### src/rtl/ddr5_refresh_scheduler.sv
// ddr5_refresh_scheduler
//
// Issues all-bank refresh (REFab) requests on a fixed tREFI cadence for one
// DDR5 channel. It shares the command bus with the ACT/RD/WR/PRE sequencer.
// Owed refreshes are postponed while the sequencer is busy. Once the
// postpone limit is reached, hold_req forces the sequencer to stop opening
// rows. The block also guarantees tRP between the last PRE and REF, and
// tRFC after REF.
//
// Ports:
//   clock             single clock for all logic
//   reset             synchronous, active-high reset
//   enable            refresh cadence enable
//   ctrl_idle         sequencer: all banks precharged, nothing in flight
//   pre_issued        one-cycle pulse when the sequencer issues PRE
//   hold_req          sequencer must not start a new ACT while high
//   ref_valid         REFab request on the shared command bus
//   ref_ready         command bus accepts ref_valid this cycle
//   refresh_active    tRFC window in progress, no ACT permitted
//   pending_count     number of owed refreshes (0..MAX_POSTPONE)
//   postpone_overflow sticky: tick arrived with pending_count==MAX_POSTPONE
//
// state  | meaning
// -------+--------------------------------------------------------------
// IDLE   | nothing owed, or postponing while the sequencer is busy
// DRAIN  | hold off ACTs, wait for ctrl_idle and tRP since last PRE
// ISSUE  | ref_valid asserted until the bus accepts it
// TRFC   | refresh in progress, count down tRFC

module ddr5_refresh_scheduler #(
    parameter int unsigned TREFI        = 7800,
    parameter int unsigned TRFC         = 295,
    parameter int unsigned TRP          = 39,
    parameter int unsigned MAX_POSTPONE = 4,
    parameter int unsigned CNT_W        = 16
) (
    input  logic       clock,
    input  logic       reset,
    input  logic       enable,
    input  logic       ctrl_idle,
    input  logic       pre_issued,
    output logic       hold_req,
    output logic       ref_valid,
    input  logic       ref_ready,
    output logic       refresh_active,
    output logic [2:0] pending_count,
    output logic       postpone_overflow
);

    localparam logic [1:0] S_IDLE  = 2'd0;
    localparam logic [1:0] S_DRAIN = 2'd1;
    localparam logic [1:0] S_ISSUE = 2'd2;
    localparam logic [1:0] S_TRFC  = 2'd3;

    localparam logic [CNT_W-1:0] TREFI_LAST = CNT_W'(TREFI - 1);
    localparam logic [CNT_W-1:0] TRFC_LOAD  = CNT_W'(TRFC - 1);
    localparam logic [CNT_W-1:0] TRP_LOAD   = CNT_W'(TRP - 1);
    localparam logic [CNT_W-1:0] CNT_ZERO   = '0;
    localparam logic [2:0]       MAX_PEND   = 3'(MAX_POSTPONE);

    logic [1:0]       state;
    logic [1:0]       state_next;
    logic [CNT_W-1:0] interval_cnt;
    logic [CNT_W-1:0] trp_cnt;
    logic [CNT_W-1:0] trfc_cnt;
    logic [2:0]       pending_next;
    logic             tick;
    logic             accept;
    logic             trp_ok;
    logic             overflow_set;

    assign hold_req       = (state != S_IDLE);
    assign ref_valid      = (state == S_ISSUE);
    assign refresh_active = (state == S_TRFC);

    assign tick   = enable && (interval_cnt == TREFI_LAST);
    assign accept = (state == S_ISSUE) && ref_ready;
    // A PRE in the current cycle restarts tRP, so it blocks REF immediately.
    assign trp_ok = (trp_cnt == CNT_ZERO) && !pre_issued;

    always_ff @(posedge clock) begin
        if (reset) begin
            interval_cnt <= '0;
        end else if (!enable || tick) begin
            interval_cnt <= '0;
        end else begin
            interval_cnt <= interval_cnt + 1'b1;
        end
    end

    // A tick and an accept on the same edge cancel out.
    always_comb begin
        pending_next = pending_count;
        overflow_set = 1'b0;
        if (tick && !accept) begin
            if (pending_count == MAX_PEND) begin
                overflow_set = 1'b1;
            end else begin
                pending_next = pending_count + 3'd1;
            end
        end else if (accept && !tick) begin
            if (pending_count != 3'd0) begin
                pending_next = pending_count - 3'd1;
            end
        end
    end

    always_ff @(posedge clock) begin
        if (reset) begin
            pending_count     <= 3'd0;
            postpone_overflow <= 1'b0;
        end else begin
            pending_count <= pending_next;
            if (overflow_set) begin
                postpone_overflow <= 1'b1;
            end
        end
    end

    always_ff @(posedge clock) begin
        if (reset) begin
            trp_cnt <= '0;
        end else if (pre_issued) begin
            trp_cnt <= TRP_LOAD;
        end else if (trp_cnt != CNT_ZERO) begin
            trp_cnt <= trp_cnt - 1'b1;
        end
    end

    always_ff @(posedge clock) begin
        if (reset) begin
            trfc_cnt <= '0;
        end else if (accept) begin
            trfc_cnt <= TRFC_LOAD;
        end else if (state == S_TRFC && trfc_cnt != CNT_ZERO) begin
            trfc_cnt <= trfc_cnt - 1'b1;
        end
    end

    always_comb begin
        state_next = state;
        case (state)
            S_IDLE: begin
                if (enable && pending_count != 3'd0 &&
                    (ctrl_idle || pending_count == MAX_PEND)) begin
                    state_next = S_DRAIN;
                end
            end
            S_DRAIN: begin
                if (ctrl_idle && trp_ok) begin
                    state_next = S_ISSUE;
                end
            end
            S_ISSUE: begin
                if (accept) begin
                    state_next = S_TRFC;
                end
            end
            S_TRFC: begin
                // With enable low the running refresh finishes and the block
                // parks in IDLE; owed refreshes resume once enable returns.
                if (trfc_cnt == CNT_ZERO) begin
                    if (pending_next != 3'd0 && enable) begin
                        state_next = S_DRAIN;
                    end else begin
                        state_next = S_IDLE;
                    end
                end
            end
            default: state_next = S_IDLE;
        endcase
    end

    always_ff @(posedge clock) begin
        if (reset) begin
            state <= S_IDLE;
        end else begin
            state <= state_next;
        end
    end

endmodule

### config.mk
export PLATFORM = sky130hd
export DESIGN_NAME = ddr5_refresh_scheduler
export DESIGN_NICKNAME = d
export VERILOG_FILES = /design/src/rtl/ddr5_refresh_scheduler.sv
export SDC_FILE = /design/constraint.sdc
export NUM_CORES = 1
export LEC_CHECK = 0
export CAP_MARGIN = 0
export CORE_MARGIN = 1
export CORE_UTILIZATION = 29
export CTS_BUF_LIST = sky130_fd_sc_hd__clkbuf_2 sky130_fd_sc_hd__clkbuf_4 sky130_fd_sc_hd__clkbuf_8
export DETAILED_ROUTE_END_ITERATION = 7
export HOLD_SLACK_MARGIN = 0.1
export PLACE_DENSITY = 0.55
export SLEW_MARGIN = 20
export SYNTH_ARGS = -nofsm -noshare
export SYNTH_HDL_FRONTEND = slang
export SYNTH_SLANG_ARGS = --single-unit
### constraint.sdc
create_clock -name clock -period 2.25 [get_ports clock]
set_input_delay 0.45 -clock clock [delete_from_list [all_inputs] [get_ports clock]]
set_output_delay 0.45 -clock clock [all_outputs]
set_load 0.01 [all_outputs]
; ---- Word-level counts from Yosys, hierarchy flattened
; Index checks and enable logic that the tools add are counted.
[op_classes]
muxes = 16
n_addsub = 5
n_eq_ne = 9
reduce_logical = 30
[op_table]
columns = operator, n
row1 = $logic_not A16 Y1, 2
row2 = $reduce_bool A16 Y1, 2
row3 = $sub A16 B1 Y16 const B, 2
row4 = $mux W9, 2
row5 = $add A16 B1 Y16 const B, 1
row6 = $eq A16 B13 Y1 const B, 1
row7 = $mux W3, 4
row8 = $mux W6, 2
row9 = $logic_and A1 B1 Y1, 10
row10 = $mux W2, 4
row11 = $pmux W2 S4, 1
row12 = $reduce_bool A2 Y1, 3
row13 = $reduce_bool A3 Y1, 2
row14 = $reduce_or A2 Y1, 3
row15 = $eq A2 B2 Y1 const B, 2
row16 = $logic_not A1 Y1, 4
row17 = $ne A2 B1 Y1 const B, 2
row18 = $ne A2 B2 Y1 const B, 2
row19 = $reduce_and A4 Y1, 1
row20 = $add A3 B1 Y3 const B, 1
row21 = $eq A3 B3 Y1 const B, 1
row22 = $mux W1, 3
row23 = $sub A3 B1 Y3 const B, 1
row24 = $eq A2 B1 Y1 const B, 1
row25 = 2 further kinds, 3
[word_totals]
regBits = 54
output_inout_bits = 7
elab_cells = 68
in_bits = 6

; ---- Depth between registers and ports, before layout
[logic_depth]
word_depth = 11
depth_mapped = 9

; ---- Worst setup path after synthesis
; No wires, ideal clock.
[synth_path]
kind = register to register
from = register interval_cnt[13]
to = register state[0]
required_time_ps = 2125
stages_incl_launch_ff = 7
period_less_slack_ps = 2154
path_slack_ps = 96
setup_time_ps = 125
t_arrival_ps = 2029
path_cell_list = dfxtp_1 -> or4b_4 -> nor4_4 -> mux2_4 -> mux2i_1 -> and3_1 -> o22ai_2
[synth_via]
elab_chain_len = 11
[synth_rtl]
columns = element, line_no
row1 = "start, declared", 63  ; logic [CNT_W-1:0] interval_cnt;
row2 = "start signal, assigned", 87  ; interval_cnt <= interval_cnt + 1'b1;
row3 = $eq A16 B13 Y1 *, 76  ; assign tick = enable && (interval_cnt == TREFI_LAST);
row4 = $logic_and A1 B1 Y1 *, 76
row5 = $logic_not A1 Y1, 101  ; end else if (accept && !tick) begin
row6 = $logic_and A1 B1 Y1, 101
row7 = $mux W3, 101
row8 = $mux W3 *, 95  ; if (tick && !accept) begin
row9 = $reduce_bool A3 Y1 *, 163  ; if (pending_next != 3'd0 && enable) begin
row10 = $logic_and A1 B1 Y1 *, 163
row11 = $mux W1 *, 163
row12 = $mux W2 *, 162  ; if (trfc_cnt == CNT_ZERO) begin
row13 = $pmux W2 S4 *, 142  ; case (state)
row14 = "end signal, assigned", 178  ; state <= state_next;
row15 = "end, declared", 61  ; logic [1:0] state;
; Mark *: on every way between the ends. The rest lies on a longest branch, timed or not. The select of a mux whose other input is x is not followed.
; A chain may end at the register's enable or synchronous reset.

; ---- Final worst setup path
[layout_path]
from = register state[0]
to = output port hold_req
[layout_via]
elab_chain_len = 1
[layout_rtl]
columns = element, line_no
row1 = $reduce_bool A2 Y1, 72  ; assign hold_req = (state != S_IDLE);
row2 = "end, declared", 42  ; output logic hold_req,
; No other way between the ends.

==> results.json <==
{
  "core_mm2": 0.008848,
  "drtAntennaViolNets": 0,
  "setup_slack_ns": 0.1494,
  "p_switching_mw": 0.4620,
  "clkSinkCount": 54,
  "arrival_ns": 1.65,
  "r2r_slack_ns": 0.17,
  "status": "finished, final reports clean",
  "grt.total_usage_pct": 11.04,
  "grt_overflow_total": 0,
  "place.port_buffers": 12,
  "ys_ff_latch": 54,
  "hold_viol": 0,
  "comb_power_share_pct": 15.6,
  "crit_type": "reg2out",
  "worst_setup_path_end_kind": "output port",
  "grt_pass1_wl_um": 8818,
  "p_seq_share_pct": 55.7,
  "synth_edf_count": 0,
  "cts_buffers": 5,
  "io_pins": 13,
  "maxSlewHeadroom_pct": 69.55,
  "clockBufferDepth": 2,
  "area_growth_pct": 16.06,
  "grt_pass1_vias": 2035,
  "synth_cell_type_count": 45,
  "pwr-share-clk_pct": 28.6,
  "rsz0062_at_grt": "true",
  "dp_slack_ns": -0.05094,
  "fin_worst_skew_ns": 0.005808,
  "gp_congestion": 0.8908,
  "peakVddDrop_uv": 272.1,
  "clkLatencyLatePin_ns": 0.29,
  "clkTransAtPathRegs_ns": 0.09,
  "ys_seq_area_share_pct": 40.22,
  "cts_tree": "built",
  "hold_class": "reg2reg",
  "synth_nets": 331,
  "dr_total_vias": 2090,
  "post_cts_buffers": 0,
  "nets": 359,
  "pwr_density_cell_mw_per_mm2": 582.8,
  "wl_per_cell_um": 11.01,
  "avgSynthCellArea_um2": 8.532,
  "dr.pass1.iters": 5,
  "first_iter_violations": 76,
  "place_inst": 444,
  "hold_buffers": 0,
  "cp_cell_sequence": "inv_1 -> ha_1 -> inv_1 -> clkdlybuf4s50_1",
  "start_util_pct": 30.37,
  "critPathSlowestCell": "clkdlybuf4s50_1",
  "layout_min_cycle_time_ns": 2.101,
  "num-fill-cells": 921,
  "final_util_pct": 35.25,
  "drc": 0,
  "max_cap_viol_count": 0,
  "wl_um": 4955,
  "yosysWarnings": 0,
  "critPathMostFrequentCell": "inv_1",
  "final-setup-viol-count": 0,
  "synthArstFlopShare_pct": 0,
  "crit_fanout": 6,
  "fin_crit_sh_pct": 93.36,
  "instances_no_fill": 450,
  "die_y_um": 98.27,
  "antenna_found_initial": 0,
  "critical_path_required_ns": 1.80,
  "dieWidth_um": 98.27,
  "synth_flop_cell": "dfxtp_1",
  "dp_hpwl_um": 3842,
  "die-area_mm2": 0.009656,
  "row_count": 34,
  "power.leakage_nw": 1.175,
  "finalMaxSlewViolations": 0,
  "viasPerCell": 4.644,
  "internal-power_mw": 1.356,
  "syn_inst": 315,
  "htreeDepth": 2,
  "start_kind": "register",
  "grt_start_max_net_pins": 15,
  "drive_gt1_share_pct": 10.82,
  "fmax_mhz": 476.1,
  "worstMarginPinSlew_ns": 0.4568,
  "ctsRootBufferMaster": "clkbuf_8",
  "p_sw_share_pct": 25.41,
  "antenna_cells": 0,
  "max_stage_delay_ns": 0.55,
  "synth_area_mm2": 0.002688
}
-- worst max-delay path: cells and delay by family, from the launching register on --
family / cells / cell delay, ns
adders and majority gates: 1 / 0.20
buffers and inverters: 3 / 0.73
DFF: 1 / 0.43
-- power groups by stage --
| stage | sequential, mW | combinational (mW) | clock (mW) |
|---|---|---|---|
| 3_3_place_gp | 1.03 | 0.282 | 0 |
| 5_1_grt | 1.02 | 0.325 | 0.598 |
| 2_1_floorplan | 1.03 | 0.213 | 0 |
| 3_5_place_dp | 1.04 | 0.286 | 0 |
| 4_1_cts | 1.01 | 0.288 | 0.555 |
| 6_report | 1.01 | 0.284 | 0.521 |
-- synthesized netlist by cell type (2+ instances only) --
cell type | n | area [µm²]
a21oi_1 | 16 | 80.08
dfxtp_1 | 54 | 1081
and3_1 | 3 | 18.77
nand2b_1 | 5 | 31.28
a211oi_1 | 2 | 15.01
mux2i_1 | 4 | 40.04
nor2_1 | 59 | 221.5
or3b_1 | 2 | 17.52
ha_1 | 10 | 125.1
clkbuf_1 | 5 | 18.77
nand3_1 | 14 | 70.07
nand3b_1 | 3 | 22.52
or3_1 | 5 | 31.28
o21ai_0 | 4 | 20.02
nor3_1 | 13 | 65.06
nand2_1 | 20 | 75.07
nor4_1 | 6 | 37.54
or4_1 | 6 | 45.04
buf_2 | 2 | 10.01
xnor2_1 | 20 | 175.2
inv_1 | 16 | 60.06
nand4_1 | 3 | 18.77
mux2_2 | 2 | 22.52
xor2_1 | 18 | 157.7
or2_2 | 3 | 18.77
-- sequential cells by signal (all words and copies together), names as in the netlist --
register           count
interval_cnt          16
pending_count          3
trfc_cnt              16
trp_cnt               16
state                  2
postpone_overflow      1
-- cell families after synthesis --
logic type / count (synthesis) / synth area share (%)
mux: 7 / 2.886
flops: 54 / 40.22
simple gates: 152 / 28.77
buf+inv: 23 / 3.306
xor+xnor: 38 / 12.38
fa+ha+maj: 10 / 4.655
compound gates: 31 / 7.775
-- worst paths after layout --
path / startpoint / to / cells past startpoint
max: state[0] / hold_req / 4
min: interval_cnt[0] / interval_cnt[0] / 1
max reg2reg: trfc_cnt[12] / state[0] / 6
min reg2reg: interval_cnt[0] / interval_cnt[0] / 1
-- layout make-up --
class	count	area (µm²)	share of cell area [%]
multi-input cells	238	1520	48.74
flip-flops and latches	54	1081	34.66
repair buffers	28	240.2	7.702
well taps	108	135.1	4.332
clock buffers	6	82.58	2.647
inverters	16	60.06	1.925
-- through the flow --
stage	hold WS [ns]	TNS (ns)	power, mW	instance area (µm²)
finish	0.4639	0	1.818	3119
global route	0.4984	-0.006058	1.943	3119
CTS	0.4619	0	1.856	3117
detailed placement	0.4437	-0.05094	1.322	3034
global placement	0.4343	0	1.317	3034
floorplan	0.4176	0	1.242	2688
-- placed cells by master, fill, tap and decap left out, types with 2 or more instances in the layout --
cell             netlist  layout
nor2_1                59      59
or3_1                  5       5
o21ai_0                4       4
nand3b_1               3       3
nand2_1               20      20
nor3_1                13      13
nand3_1               14      14
ha_1                  10       9
xnor2_1               20      20
xor2_1                18      18
a211oi_1               2       2
or2_2                  3       3
buf_4                  0      16
nand2b_1               5       5
mux2_2                 2       2
or4_1                  6       6
a21oi_1               16      16
mux2i_1                4       4
inv_1                 16      16
clkbuf_8               0       6
clkdlybuf4s50_1        0      12
dfxtp_1               54      54
and3_1                 3       3
or3b_1                 2       2
nand4_1                3       3
nor4_1                 6       6
-- metal layers --
layer	part of all wire [%]	track usage (%)	up-vias	wire (µm)
met4	0.67	3.100	0	33
met3	2.2	2.434	2	110
li1	-	-	1126	-
met2	48	18.85	13	2382
met5	0	0	-	0
met1	49	13.97	949	2429
-- timing repair --
action	4_1_cts	5_1_grt
endpoints found under the setup margin	0	3
gates resized for setup	0	1
endpoints found under the hold margin	0	0
No activity file was read; power rests on OpenSTA's default activity.
